$ cat src/rtl/tcp_tx_ctrl.sv
// Control FSM for the TCP TX protocol-calc datapath: one flow at a time through
// read-issue, read-response, calc, emit and state write-back.
module tcp_tx_ctrl #(
  parameter int CNT_W = 32
) (
  input  logic             clk,
  input  logic             rst,
  input  logic             sched_tx_req_val,
  output logic             tx_sched_req_rdy,
  output logic             tx_tail_ptr_rd_req_val,
  input  logic             tx_tail_ptr_rd_req_rdy,
  output logic             curr_tx_state_rd_req_val,
  input  logic             curr_tx_state_rd_req_rdy,
  output logic             rx_state_rd_req_val,
  input  logic             rx_state_rd_req_rdy,
  output logic             tuple_rd_req_val,
  input  logic             tuple_rd_req_rdy,
  input  logic             tx_tail_ptr_rd_resp_val,
  output logic             tx_tail_ptr_rd_resp_rdy,
  input  logic             curr_tx_state_rd_resp_val,
  output logic             curr_tx_state_rd_resp_rdy,
  input  logic             rx_state_rd_resp_val,
  output logic             rx_state_rd_resp_rdy,
  input  logic             tuple_rd_resp_val,
  output logic             tuple_rd_resp_rdy,
  output logic             next_tx_state_wr_req_val,
  input  logic             next_tx_state_wr_req_rdy,
  output logic             tx_sched_update_val,
  input  logic             sched_tx_update_rdy,
  output logic             proto_calc_tx_val,
  input  logic             proto_calc_tx_rdy,
  output logic             ctrl_datap_store_flowid,
  output logic             ctrl_datap_store_state,
  output logic             ctrl_datap_store_tuple,
  output logic             ctrl_datap_store_calc,
  input  logic             datap_ctrl_produce_pkt,
  output logic [CNT_W-1:0] stat_pkt_cnt,
  output logic [CNT_W-1:0] stat_skip_cnt
);

  localparam logic [2:0] IDLE    = 3'd0;
  localparam logic [2:0] RD_REQ  = 3'd1;
  localparam logic [2:0] RD_RESP = 3'd2;
  localparam logic [2:0] CALC    = 3'd3;
  localparam logic [2:0] EMIT    = 3'd4;
  localparam logic [2:0] UPDATE  = 3'd5;

  // Handshake rule: a transfer happens on a rising clk edge where val=1 and rdy=1.
  // A val, once raised, is held until its transfer completes.
  logic [2:0] state, state_nxt;
  logic [3:0] issued, rd_val, rd_rdy, rd_hs, issued_nxt;
  logic       rd_all;
  logic       trio_done, tuple_done, trio_fire, tuple_fire, resp_all;
  logic       emit_hold, pkt_now, tx_hs, skip;
  logic       wr_done, upd_done, wr_hs, upd_hs, upd_all;
  logic       req_acc;

  assign req_acc    = (state == IDLE) && rst && sched_tx_req_val;

  // Read channel order: {tuple, rx, tx, tail}
  assign rd_rdy     = {tuple_rd_req_rdy, rx_state_rd_req_rdy,
                       curr_tx_state_rd_req_rdy, tx_tail_ptr_rd_req_rdy};
  assign rd_val     = {4{state == RD_REQ}} & ~issued;
  assign rd_hs      = rd_val & rd_rdy;
  assign issued_nxt = issued | rd_hs;
  assign rd_all     = &issued_nxt;

  // The trio is taken atomically; a partial set of valids is left waiting.
  assign trio_fire  = (state == RD_RESP) && !trio_done && tx_tail_ptr_rd_resp_val &&
                      curr_tx_state_rd_resp_val && rx_state_rd_resp_val;
  assign tuple_fire = (state == RD_RESP) && !tuple_done && tuple_rd_resp_val;
  assign resp_all   = (trio_done || trio_fire) && (tuple_done || tuple_fire);

  // produce_pkt is only meaningful in the first EMIT cycle; emit_hold remembers it.
  assign pkt_now    = (state == EMIT) && (emit_hold || datap_ctrl_produce_pkt);
  assign tx_hs      = pkt_now && proto_calc_tx_rdy;
  assign skip       = (state == EMIT) && !emit_hold && !datap_ctrl_produce_pkt;

  assign wr_hs      = next_tx_state_wr_req_val && next_tx_state_wr_req_rdy;
  assign upd_hs     = tx_sched_update_val && sched_tx_update_rdy;
  assign upd_all    = (wr_done || wr_hs) && (upd_done || upd_hs);

  assign tx_sched_req_rdy          = (state == IDLE) && rst;
  assign ctrl_datap_store_flowid   = req_acc;
  assign tx_tail_ptr_rd_req_val    = rd_val[0];
  assign curr_tx_state_rd_req_val  = rd_val[1];
  assign rx_state_rd_req_val       = rd_val[2];
  assign tuple_rd_req_val          = rd_val[3];
  assign tx_tail_ptr_rd_resp_rdy   = trio_fire;
  assign curr_tx_state_rd_resp_rdy = trio_fire;
  assign rx_state_rd_resp_rdy      = trio_fire;
  assign tuple_rd_resp_rdy         = tuple_fire;
  assign ctrl_datap_store_state    = trio_fire;
  assign ctrl_datap_store_tuple    = tuple_fire;
  assign ctrl_datap_store_calc     = (state == CALC);
  assign proto_calc_tx_val         = pkt_now;
  assign next_tx_state_wr_req_val  = (state == UPDATE) && !wr_done;
  assign tx_sched_update_val       = (state == UPDATE) && !upd_done;

  always_comb begin
    state_nxt = state;
    case (state)
      IDLE:    if (req_acc)       state_nxt = RD_REQ;
      RD_REQ:  if (rd_all)        state_nxt = RD_RESP;
      RD_RESP: if (resp_all)      state_nxt = CALC;
      CALC:                       state_nxt = EMIT;
      EMIT:    if (tx_hs || skip) state_nxt = UPDATE;
      UPDATE:  if (upd_all)       state_nxt = IDLE;
      default:                    state_nxt = IDLE;
    endcase
  end

  always_ff @(posedge clk or negedge rst) begin
    if (!rst) begin
      state         <= IDLE;
      issued        <= '0;
      trio_done     <= 1'b0;
      tuple_done    <= 1'b0;
      emit_hold     <= 1'b0;
      wr_done       <= 1'b0;
      upd_done      <= 1'b0;
      stat_pkt_cnt  <= '0;
      stat_skip_cnt <= '0;
    end else begin
      state      <= state_nxt;
      issued     <= (state == RD_REQ && !rd_all) ? issued_nxt : 4'b0000;
      trio_done  <= (state == RD_RESP && !resp_all) && (trio_done || trio_fire);
      tuple_done <= (state == RD_RESP && !resp_all) && (tuple_done || tuple_fire);
      emit_hold  <= pkt_now && !proto_calc_tx_rdy;
      wr_done    <= (state == UPDATE && !upd_all) && (wr_done || wr_hs);
      upd_done   <= (state == UPDATE && !upd_all) && (upd_done || upd_hs);
      if (tx_hs) stat_pkt_cnt  <= stat_pkt_cnt + CNT_W'(1);
      if (skip)  stat_skip_cnt <= stat_skip_cnt + CNT_W'(1);
    end
  end

endmodule

$ cat config.mk
export PLATFORM = sky130hd
export DESIGN_NAME = tcp_tx_ctrl
export DESIGN_NICKNAME = d
export VERILOG_FILES = /design/src/rtl/tcp_tx_ctrl.sv
export SDC_FILE = /design/constraint.sdc
export NUM_CORES = 1
export LEC_CHECK = 0
export ABC_AREA = 1
export CAP_MARGIN = 30
export CORE_MARGIN = 3
export CORE_UTILIZATION = 35
export CTS_CLUSTER_SIZE = 14
export DETAILED_ROUTE_END_ITERATION = 6
export GPL_ROUTABILITY_DRIVEN = 0
export GPL_TIMING_DRIVEN = 1
export PLACE_DENSITY_LB_ADDON = 0.15
export SLEW_MARGIN = 30
export SYNTH_ARGS = -nofsm -noshare
export SYNTH_HDL_FRONTEND = slang
export SYNTH_SLANG_ARGS = --single-unit
$ cat constraint.sdc
create_clock -name clk -period 3.6 [get_ports clk]
set_input_delay 0.36 -clock clk [delete_from_list [all_inputs] [get_ports clk]]
set_output_delay 0.36 -clock clk [all_outputs]
set_load 0.02 [all_outputs]
* After elaboration in Yosys (flattened, before gate mapping)
Cells that the tools add are included.
Cells by class: add/subtract/negate cells 2, equal/unequal tests 10, multiplexer cells 7, bitwise gates (word level) 4, reductions and logical operators 45
Operators with widths (number):
- $add A32 B1 Y32 const B | 2
- $logic_and A1 B1 Y1 | 26
- $pmux W3 S6 | 1
- $mux W3 | 5
- $logic_not A1 Y1 | 10
- $and A4 B4 Y4 | 2
- $ne A2 B2 Y1 const B | 4
- $eq A3 B2 Y1 const B | 2
- $eq A3 B3 Y1 const B | 2
- $logic_or A1 B1 Y1 | 6
- $reduce_and A5 Y1 | 1
- $mux W4 | 1
- $not A4 Y4 | 1
- $or A4 B4 Y4 | 1
- $reduce_and A4 Y1 | 1
- $eq A3 B1 Y1 const B | 1
- $logic_not A3 Y1 | 1
- $ne A2 B1 Y1 const B | 1
Storage, ports and cells: register bits after elaboration 76, input port bits 15, output and inout bits 80, word-level logic and storage cells 77

* Longest topological paths before layout
Gate-level depths: netlist of run 1.
depth in word-level cells 10, depth in mapped cells 11, mapped depth without buffers 11

* Least setup slack after synthesis of run 1
No wires, ideal clock.
path kind flip-flop to output port, start point register state[0], end point output tuple_rd_resp_rdy, data arrival time 1457 ps, path slack 1783 ps, stages on the path, launching flop included 6, path buffers 2, path through dfrtp_1 > buf_4 > inv_1 > nand3_1 > nor3_1 > buf_4
On the way: longest elaborated chain between the ends 3
Ends and longest elaborated chain:
- from (decl) | RTL line 50 | logic [2:0] state, state_nxt;
- from (signal assigned) | RTL line 125 | state <= state_nxt;
- $eq A3 B2 Y1 | RTL line 71 | assign tuple_fire = (state == RD_RESP) && !tuple_done && tuple_rd_resp_val;
- $logic_and A1 B1 Y1 (2 in a row) | RTL line 71
- to (decl) | RTL line 25 | output logic tuple_rd_resp_rdy,
No other way between the ends.

* Worst setup path in the final report of run 1
start point input rst, end point output ctrl_datap_store_flowid
On the way: longest elaborated chain between the ends 2
Ends and longest elaborated chain:
- from (decl) | RTL line 7 | input logic rst,
- $logic_and A1 B1 Y1 (2 in a row) | RTL line 58 | assign req_acc = (state == IDLE) && rst && sched_tx_req_val;
- to (decl) | RTL line 32 | output logic ctrl_datap_store_flowid,
No other way between the ends.

==> results of run 1 <==
==> routing by layer <==
layer | track usage, % | vias up
met5 | 0 | -
met4 | 7.59 | 0
met3 | 3.72 | 18
met2 | 26.6 | 144
met1 | 23.8 | 1969
li1 | - | 2207
==> kinds of logic after synthesis <==
logic type / after synthesis / share of synthesized area (%)
compound gates: 35 / 4.04
fa+ha+maj: 2 / 0.550
xor+xnor: 37 / 7.13
flops: 76 / 41.8
simple gates: 401 / 38.3
buf+inv: 92 / 8.17
==> synthesized netlist by cell type, types with 3 or more instances <==
cell type	n
inv_1	78
nand2_1	219
inv_2	4
o21bai_1	3
o21ai_0	24
buf_2	3
nand3_1	36
xor2_1	25
a21oi_1	5
nor2_1	86
nor2_4	5
nand3b_1	6
dfrtp_1	76
xnor2_1	12
nor3_1	23
nor2_2	3
nand4_1	14
buf_4	6
==> sequential cells by signal, summed over array words and instances (netlist names) <==
name           count
emit_hold          1
issued             4
stat_pkt_cnt      32
stat_skip_cnt     32
state              3
trio_done          1
tuple_done         1
upd_done           1
wr_done            1
==> power groups by stage <==
stage	registers, W	logic [W]	clock network [W]
after floorplan	0.00137	0.000589	0
after global placement	0.00125	0.00126	0
after detailed placement	0.00125	0.00128	0
after CTS	0.00124	0.00129	0.00107
after global routing	0.00127	0.00141	0.00111
final	0.00124	0.00127	0.00104
==> area by class of cell <==
cell class	instances	area, um2	share of cell area (%)
Clock inverter	4	97.6	1.63
Tap cell	172	215	3.58
Inverter	82	308	5.13
Multi-Input combinational cell	475	2270	37.9
Clock buffer	11	243	4.04
Timing Repair Buffer	97	963	16.0
Sequential cell	76	1900	31.7
==> worst min path at each step <==
| stage | start | to | slack [ps] | cells past startpoint |
|---|---|---|---|---|
| 2_1_floorplan | rst | emit_hold | 60 | 0 |
| 5_1_grt | rst | stat_skip_cnt[0] | 520 | 2 |
| 3_3_place_gp | rst | stat_skip_cnt[30] | 290 | 1 |
| 6_report | rst | stat_skip_cnt[0] | 470 | 2 |
| 4_1_cts | rst | stat_skip_cnt[30] | 480 | 2 |
| 3_5_place_dp | rst | stat_skip_cnt[30] | 290 | 1 |
==> per-stage QoR <==
step	area, um2	hold WS [ps]
2_1_floorplan	4550	64.4
3_3_place_gp	5650	290
5_1_grt	6000	515
6_report	6000	472
3_5_place_dp	5650	293
4_1_cts	6000	479
==> worst reg2reg max path, stage by stage (launching register included) <==
cell and delay (ps):
dfrtp_1 500, nor2_4 140, nand2_2 80, inv_2 70
nand2_4 70, nor2_8 370, nand3_2 220, nor2_4 180
nand3_1 90, nand2_1 80, nand2_1 40
==> load_flow_metrics.sql, run 1 <==
INSERT INTO impl_metrics (metric_group, metric, value, unit) VALUES
('timing', 'fin_crit_sh', '71.0', '%'),
('clocking', 'cts.htree.levels', '3', ''),
('synth', 'synth.top_cell.area_share', '41.8', '%'),
('timing', 'slew-limit-headroom', '56.2', '%'),
('floorplanning', 'design.portCount', '95', ''),
('timing', 'max_slew.worst_pin.slew', '657', 'ps'),
('run', 'timing.max_cap.violations', '0', ''),
('detailed_routing', 'routed_via_count_divided_by_cell_count', '4.73', ''),
('setup_path', 'crit_arrival', '2200', 'ps'),
('setup_path', 'register_to_register_setup_slack', '1650', 'ps'),
('cells_and_area', 'post-route-util', '47.4', '%'),
('setup_path', 'crit_path_max_fanout', '27', ''),
('setup_path', 'worstSetupPathType', 'in -> out', ''),
('synth', 'postSynthAreaPerCell', '7.07', 'um2'),
('pwr', 'power.share.combinational', '35.8', '%'),
('pwr', 'power.total', '0.00356', 'W'),
('synth', 'synth_edf_count', '0', ''),
('timing', 'setup_viol', '0', ''),
('clocking', 'number_of_clock_buffers_inserted_by_tritoncts', '9', ''),
('setup_path', 'end_kind', 'primary output', ''),
('cells_and_area', 'post_route_cells_drive_above_1_share', '4.83', '%'),
('timing', 'number_of_failing_hold_endpoints_at_the_final_stage', '0', ''),
('cells_and_area', 'layout.cells.non_filler', '917', ''),
('setup_path', 'required', '3240', 'ps'),
('setup_path', 'crit_cells', '5', ''),
('synth', 'dominantRegCellSynth', 'dfrtp_1', ''),
('clocking', 'clk_latency', '340', 'ps'),
('synth', 'post_synth_instance_area', '4550', 'um2'),
('clocking', 'cts_tree', 'built', ''),
('grt', 'vias_in_the_first_global_route', '4149', ''),
('setup_path', 'cpPeakStageDelay', '640', 'ps'),
('cells_and_area', 'num_antenna_cells', '0', ''),
('clocking', 'cts.repair.resized', '0', ''),
('detailed_routing', 'dr.max_layer_used', 'met4', ''),
('pwr', 'power_density', '593', 'nW/um2'),
('pwr', 'power.net_switching', '0.00132', 'W'),
('floorplanning', 'initial_core_util', '35.9', '%'),
('grt', 'grt_overflow_total', '0', ''),
('detailed_routing', 'drt-pass1-iter-count', '5', ''),
('detailed_routing', 'drc', '0', ''),
('clocking', 'post_cts.repair.setup_buffers', '0', ''),
('clocking', 'clock-root-buffer', 'clkbuf_16', ''),
('pwr', 'sw_frac_of_total', '37.0', '%'),
('synth', 'synthesized_netlist_net_count', '660', ''),
('synth', 'ys_seq_area_share', '41.8', '%'),
('cells_and_area', 'nets', '758', ''),
('placed_design', 'dp_hpwl', '9320', 'um'),
('detailed_routing', 'post_drt_wl_per_cell', '13.1', 'um'),
('setup_path', 'worstReg2RegEnd', 'stat_pkt_cnt[21]', ''),
('synth', 'synth_async_sr_flop_share', '100', '%'),
('cells_and_area', 'layout_commonest_cell', 'nand2_1', ''),
('grt', 'grt_antenna_before_repair', '0', ''),
('pwr', 'power_frac_clock', '29.3', '%'),
('pwr', 'p_int', '0.00224', 'W'),
('clocking', 'numClockSinks', '76', ''),
('status', 'outcome', 'finished clean', ''),
('timing', 'report.final.slew_viol_count', '0', ''),
('placed_design', 'place_ws', '1360', 'ps'),
('detailed_routing', 'wl_met1', '5580', 'um'),
('placed_design', 'port_buffers', '94', ''),
('timing', 'rsz0062_at_grt', 'false', ''),
('timing', 'post_route_setup_tns', '0', 'ps'),
('setup_path', 'critPathTopFamily', 'buffers and inverters', ''),
('synth', 'yosys.cell_types.count', '30', ''),
('grt', 'grt_use_total', '17.4', '%'),
('timing', 'finalWorstPathRequiredPeriod', '2560', 'ps'),
('setup_path', 'startpoint_type', 'primary input', ''),
('floorplanning', 'fp.coreArea', '12700', 'um2'),
('setup_path', 'rr_worst_depth', '10', ''),
('clocking', 'postCtsHoldBufs', '1', ''),
('setup_path', 'number_of_buffer_and_inverter_stages_on_the_critical_path', '4', '');
Power figures use the tool's default switching activity.
==> run 2, diff against run 1 <==
- clock period: 3.6 -> 2.56 ns (I/O delays scaled with it)
==> run 2 against run 1 <==
Sequential share of layout area up 0.081 points. Count of clock-buffer cells in the layout did not move. Critical path type is now reg -> out. Sequential power up 41%. Via count is 0.67% lower. Utilization fell by 0.089 points.
==> load_flow_metrics.sql, run 2 (synthesized netlist as in run 1, its figures left out) <==
INSERT INTO impl_metrics (metric_group, metric, value, unit) VALUES
('setup_path', 'required', '2300', 'ps'),
('timing', 'hold_ws', '469', 'ps'),
('clocking', 'path_clk_slew', '60', 'ps'),
('clocking', 'maximum_count_of_clock_buffers_along_a_single_path', '2', ''),
('cells_and_area', 'num_antenna_cells', '0', ''),
('timing', 'setup_viol', '0', ''),
('placed_design', 'placed_cells_incl_taps', '903', ''),
('grt', 'grt_pass1_wl', '20500', 'um'),
('grt', 'maximum_number_of_pins_on_one_net_before_global_route_repair', '45', ''),
('pwr', 'sw_frac_of_total', '38.4', '%'),
('floorplanning', 'fp.coreArea', '12700', 'um2'),
('clocking', 'number_of_clock_buffers_inserted_by_tritoncts', '9', ''),
('pwr', 'power_frac_seq', '36.0', '%'),
('timing', 'fin_crit_sh', '87.9', '%'),
('clocking', 'cts_tree', 'built', ''),
('detailed_routing', 'wirelength', '12100', 'um'),
('clocking', 'cts.htree.levels', '3', ''),
('cells_and_area', 'nets', '760', ''),
('clocking', 'numClockSinks', '76', ''),
('grt', 'grt_overflow_total', '0', ''),
('timing', 'post_route_setup_tns', '0', 'ps'),
('clocking', 'clk_latency', '340', 'ps'),
('cells_and_area', 'largestRegisters', 'stat_pkt_cnt: 32 flops, stat_skip_cnt: 32 flops, issued: 4 flops', ''),
('detailed_routing', 'drtAntennaViolNets', '0', ''),
('floorplanning', 'num_rows', '41', ''),
('detailed_routing', 'drt_first_iter_violations', '189', ''),
('clocking', 'clock-root-buffer', 'clkbuf_16', ''),
('timing', 'slew-limit-headroom', '60.9', '%'),
('status', 'outcome', 'finished clean', ''),
('setup_path', 'worstSetupPathType', 'reg -> out', ''),
('timing', 'number_of_failing_hold_endpoints_at_the_final_stage', '0', ''),
('grt', 'grt_antenna_before_repair', '0', ''),
('placed_design', 'dp_hpwl', '9400', 'um'),
('placed_design', 'postPlaceCellArea', '5670', 'um2'),
('detailed_routing', 'drt-pass1-iter-count', '7', ''),
('placed_design', 'port_buffers', '94', ''),
('pwr', 'power_frac_clock', '27.1', '%'),
('grt', 'vias_in_the_first_global_route', '4166', ''),
('timing', 'finalWorstPathRequiredPeriod', '2250', 'ps'),
('setup_path', 'crit_path_max_fanout', '9', ''),
('pwr', 'power.net_switching', '0.00187', 'W'),
('setup_path', 'crit_arrival', '1990', 'ps'),
('detailed_routing', 'drc', '0', ''),
('timing', 'rsz0062_at_grt', 'false', ''),
('floorplanning', 'die_area', '14400', 'um2'),
('setup_path', 'worstReg2RegEnd', 'stat_skip_cnt[24]', ''),
('grt', 'grt_use_total', '17.6', '%'),
('pwr', 'power.leakage', '2.77', 'nW'),
('hold_path', 'hold_class', 'reg -> reg', ''),
('floorplanning', 'die-height', '120', 'um'),
('setup_path', 'worst_setup_path_endpoint', 'tuple_rd_req_val', ''),
('detailed_routing', 'detailroute.via_count', '4309', ''),
('timing', 'maximum_achievable_frequency', '0.444', 'GHz'),
('cells_and_area', 'layout_commonest_cell', 'nand2_1', ''),
('pwr', 'vdd.ir_drop.worst', '0.465', 'mV'),
('setup_path', 'rr_worst_depth', '10', ''),
('timing', 'worst_clock_skew', '8.58', 'ps'),
('timing', 'report.final.slew_viol_count', '0', ''),
('setup_path', 'crit-reg2reg-launch', 'stat_skip_cnt[0]', ''),
('cells_and_area', 'final_design_area_no_fill', '5990', 'um2'),
('floorplanning', 'design.portCount', '95', ''),
('clocking', 'post_cts.repair.setup_buffers', '0', ''),
('detailed_routing', 'post_drt_wl_per_cell', '13.2', 'um'),
('setup_path', 'register_to_register_setup_slack', '670', 'ps'),
('cells_and_area', 'mostFrequentLayoutCells', 'nand2_1 (219), clkdlybuf4s50_1 (93), nor2_1 (86)', ''),
('setup_path', 'end_kind', 'primary output', ''),
('floorplanning', 'die-width', '120', 'um'),
('setup_path', 'startpoint_type', 'register', ''),
('cells_and_area', 'layout.cells.non_filler', '920', ''),
('timing', 'max_slew.worst_pin.slew', '581', 'ps'),
('cells_and_area', 'area_delta_synth_final', '31.7', '%'),
('pwr', 'power.share.combinational', '36.9', '%'),
('floorplanning', 'initial_core_util', '35.9', '%'),
('setup_path', 'critical_path.startpoint', 'state[0]', ''),
('cells_and_area', 'post_route_cells_drive_above_1_share', '5.48', '%'),
('pwr', 'p_int', '0.00299', 'W'),
('pwr', 'power_density', '811', 'nW/um2'),
('detailed_routing', 'routed_via_count_divided_by_cell_count', '4.68', ''),
('run', 'timing.max_cap.violations', '0', '');
run 2: power groups by stage:
stage                     clock [W]  combinational (W)  sequential, W
after floorplan                   0           0.000829        0.00193
after global placement            0            0.00178        0.00176
after detailed placement          0            0.00180        0.00176
after CTS                   0.00136            0.00180        0.00174
after global routing        0.00141            0.00197        0.00179
final                       0.00132            0.00179        0.00175
run 2: metrics by stage:
stage               utilization, %  power [W]  setup slack (ps)
floorplan                        -    0.00275               813
finish                        47.3    0.00486               310
detailed placement            44.7    0.00356               594
global route                  47.3    0.00517               120
global placement              44.7    0.00354               617
CTS                           47.3    0.00491               203
run 2: per-layer routing:
metal | vias up | track usage (%) | routed length (um)
met5 | - | 0 | 0
met4 | 0 | 7.23 | 253
met3 | 17 | 3.68 | 618
met2 | 100 | 27.2 | 5440
met1 | 1985 | 24.2 | 5830
li1 | 2207 | - | -
run 2: worst min-delay path by stage:
stage                            from           endpoint  slack, ps  depth (start not counted)
global placement                  rst   stat_skip_cnt[4]        350                          2
floorplan                         rst          emit_hold        -40                          0
global route        stat_skip_cnt[31]  stat_skip_cnt[31]        500                          1
CTS                 stat_skip_cnt[31]  stat_skip_cnt[31]        470                          1
finish              stat_skip_cnt[31]  stat_skip_cnt[31]        470                          1
detailed placement                rst   stat_skip_cnt[5]        350                          2
run 2: final cells by class:
| class | count | area, um2 |
|---|---|---|
| repair buffers | 99 | 978 |
| fillers | 1301 | 6680 |
| clock buffers | 11 | 253 |
| inverters | 82 | 308 |
| clock inverters | 5 | 60.1 |
| flip-flops and latches | 76 | 1900 |
| multi-input cells | 475 | 2270 |
| well taps | 172 | 215 |
run 2: timing repair:
item	in CTS	in global routing
gates resized for setup	0	1
hold buffers	1	0
endpoints found under the hold margin	32	0
endpoints found under the setup margin	0	1
run 2: worst max-delay path: stages, from the launching register on:
cell and delay, ps:
dfrtp_2 470, inv_1 90, nor3_1 200, inv_1 160, nor2_1 110, clkdlybuf4s50_1 610
==> run 3, diff against run 2 <==
--- a/config.mk
+++ b/config.mk
@@ -8,3 +8,2 @@
 export ABC_AREA = 1
-export CAP_MARGIN = 30
 export CORE_MARGIN = 3
==> constraint.sdc (replaced) <==
create_clock -name clk -period 2.56 [get_ports clk]
set_input_delay 0.512 -clock clk [delete_from_list [all_inputs] [get_ports clk]]
set_output_delay 0.512 -clock clk [all_outputs]
set_load 0.02 [all_outputs]
==> run 3 against run 2 <==
Utilization down 0.099 points. Critical path type unchanged. Non-clock buffer count up 1. Count of clock-buffer cells in the layout down 1. Largest power group unchanged.
==> load_flow_metrics.sql, run 3 (synthesized netlist as in run 1, its figures left out) <==
INSERT INTO impl_metrics (metric_group, metric, value, unit) VALUES
('timing', 'rsz0062_at_grt', 'false', ''),
('setup_path', 'crit_path_max_fanout', '6', ''),
('clocking', 'path_clk_slew', '70', 'ps'),
('cells_and_area', 'largestRegisters', 'stat_pkt_cnt: 32 flops, stat_skip_cnt: 32 flops, issued: 4 flops', ''),
('setup_path', 'end_kind', 'primary output', ''),
('grt', 'grt_antenna_before_repair', '0', ''),
('grt', 'grt_use_total', '17.6', '%'),
('detailed_routing', 'detailroute.via_count', '4299', ''),
('timing', 'fin_crit_sh', '95.0', '%'),
('pwr', 'power_density', '794', 'nW/um2'),
('clocking', 'number_of_clock_buffers_inserted_by_tritoncts', '9', ''),
('detailed_routing', 'post_drt_wl_per_cell', '13.3', 'um'),
('pwr', 'vdd.ir_drop.worst', '0.422', 'mV'),
('cells_and_area', 'final_design_area_no_fill', '5980', 'um2'),
('setup_path', 'crit_arrival', '1920', 'ps'),
('cells_and_area', 'multi_input_gate_area', '2280', 'um2'),
('setup_path', 'cpPeakStageDelay', '610', 'ps'),
('floorplanning', 'die_area', '14400', 'um2'),
('hold_path', 'hold_class', 'in -> async', ''),
('floorplanning', 'fp.coreArea', '12700', 'um2'),
('detailed_routing', 'wirelength', '12200', 'um'),
('floorplanning', 'initial_core_util', '35.9', '%'),
('status', 'outcome', 'finished clean', ''),
('setup_path', 'startpoint_type', 'register', ''),
('cells_and_area', 'fillers', '1292', ''),
('timing', 'max_slew.worst_pin.slew', '587', 'ps'),
('timing', 'slew-limit-headroom', '60.4', '%'),
('setup_path', 'worstSetupPathType', 'reg -> out', ''),
('timing', 'number_of_failing_hold_endpoints_at_the_final_stage', '0', ''),
('floorplanning', 'die-width', '120', 'um'),
('floorplanning', 'num_rows', '41', ''),
('cells_and_area', 'regArea', '1900', 'um2'),
('placed_design', 'postPlaceCellArea', '5670', 'um2'),
('detailed_routing', 'drtAntennaViolNets', '0', ''),
('setup_path', 'worst_path_slowest_cell', 'clkdlybuf4s50_1', ''),
('grt', 'maximum_number_of_pins_on_one_net_before_global_route_repair', '44', ''),
('detailed_routing', 'drt-pass1-iter-count', '5', ''),
('clocking', 'maximum_count_of_clock_buffers_along_a_single_path', '2', ''),
('cells_and_area', 'layout_commonest_cell', 'nand2_1', ''),
('timing', 'finalWorstPathRequiredPeriod', '2430', 'ps'),
('placed_design', 'port_buffers', '94', ''),
('grt', 'grt_overflow_total', '0', ''),
('detailed_routing', 'drt_first_iter_violations', '246', ''),
('placed_design', 'dp_hpwl', '9380', 'um'),
('placed_design', 'place_ws', '120', 'ps'),
('setup_path', 'number_of_buffer_and_inverter_stages_on_the_critical_path', '3', ''),
('setup_path', 'cp_cell_sequence', 'inv_1 > nor3_1 > inv_1 > nor2_1 > clkdlybuf4s50_1', ''),
('floorplanning', 'die-height', '120', 'um'),
('timing', 'setup_viol', '0', ''),
('clocking', 'numClockSinks', '76', ''),
('cells_and_area', 'nets', '761', ''),
('run', 'timing.max_cap.violations', '0', ''),
('timing', 'worst_clock_skew', '11.8', 'ps'),
('detailed_routing', 'drc', '0', ''),
('timing', 'report.final.slew_viol_count', '0', ''),
('pwr', 'power.leakage', '2.89', 'nW'),
('cells_and_area', 'post_route_cells_drive_above_1_share', '5.74', '%'),
('grt', 'grt_pass1_wl', '20200', 'um'),
('clocking', 'clk_latency', '340', 'ps'),
('setup_path', 'critPathTopFamily', 'buffers and inverters', ''),
('cells_and_area', 'area_delta_synth_final', '31.5', '%'),
('setup_path', 'required', '2050', 'ps'),
('setup_path', 'timing.critical_path.mode_cell', 'inv_1', ''),
('timing', 'maximum_achievable_frequency', '0.411', 'GHz'),
('clocking', 'clock-root-buffer', 'clkbuf_16', ''),
('grt', 'vias_in_the_first_global_route', '4041', ''),
('detailed_routing', 'routed_via_count_divided_by_cell_count', '4.67', ''),
('cells_and_area', 'mostFrequentLayoutCells', 'nand2_1 (219), nor2_1 (86), clkdlybuf4s50_1 (85)', ''),
('clocking', 'cts_tree', 'built', ''),
('clocking', 'cts.htree.levels', '3', ''),
('floorplanning', 'design.portCount', '95', ''),
('timing', 'post-route-worst-setup-slack', '129', 'ps'),
('cells_and_area', 'num_antenna_cells', '0', ''),
('timing', 'post_route_setup_tns', '0', 'ps');
[run 3: cell types whose count changed in the layout (fill, tap and decap cells not counted), moves of 2 or more]
cell | previous run | this run
dlymetal6s2s_1 | 0 | 8
clkinvlp_4 | 1 | 3
clkdlybuf4s50_1 | 93 | 85
clkbuf_8 | 2 | 0
buf_4 | 5 | 7
[run 3: layout make-up]
type	instances	area share, %
Clock buffer	10	3.83
Clock inverter	6	0.691
Inverter	82	5.15
Multi-Input combinational cell	475	38.1
Sequential cell	76	31.8
Tap cell	172	3.60
Timing Repair Buffer	100	16.8
[run 3: worst paths after layout]
| kind | start | endpoint | slack, ps | cells past startpoint |
|---|---|---|---|---|
| worst max-delay path | state[0] | curr_tx_state_rd_req_val | 130 | 5 |
| worst min-delay path | rst | stat_skip_cnt[21] | 230 | 2 |
| worst max register to register | stat_skip_cnt[0] | stat_skip_cnt[24] | 670 | 10 |
| worst min register to register | stat_skip_cnt[31] | stat_skip_cnt[31] | 460 | 1 |
| max in group asynchronous | rst | stat_skip_cnt[28] | 1350 | 3 |
| min in group clk | stat_skip_cnt[31] | stat_skip_cnt[31] | 460 | 1 |
[run 3: repair_timing]
action	CTS	global route
hold buffers	0	0
setup endpoints to repair	4	12
gates resized for setup	1	9
buffers inserted	0	2
[run 3: through the flow]
stage / instances / util [%] / hold slack (ps) / power [W]
final: 921 / 47.2 / 228 / 0.00475
after global routing: 921 / 47.2 / 258 / 0.00507
after CTS: 919 / 46.9 / 236 / 0.00478
after detailed placement: 903 / 44.7 / 465 / 0.00356
after global placement: 903 / 44.7 / 463 / 0.00353
after floorplan: 643 / - / 216 / 0.00275
[run 3: layer usage]
layer | track usage (%) | vias to the layer above | share of wire, %
met5 | 0 | - | 0
met4 | 6.23 | 0 | 1.6
met3 | 3.16 | 13 | 5.0
met2 | 27.6 | 98 | 46
met1 | 24.5 | 1979 | 48
li1 | - | 2209 | -
[run 3: where the power goes]
group / internal, W / total [W] / switching, W / leakage, nW
Combinational: 0.000756 / 0.00182 / 0.00107 / 1.80
Sequential: 0.00144 / 0.00174 / 0.000302 / 0.958
Clock: 0.000655 / 0.00118 / 0.000527 / 0.124
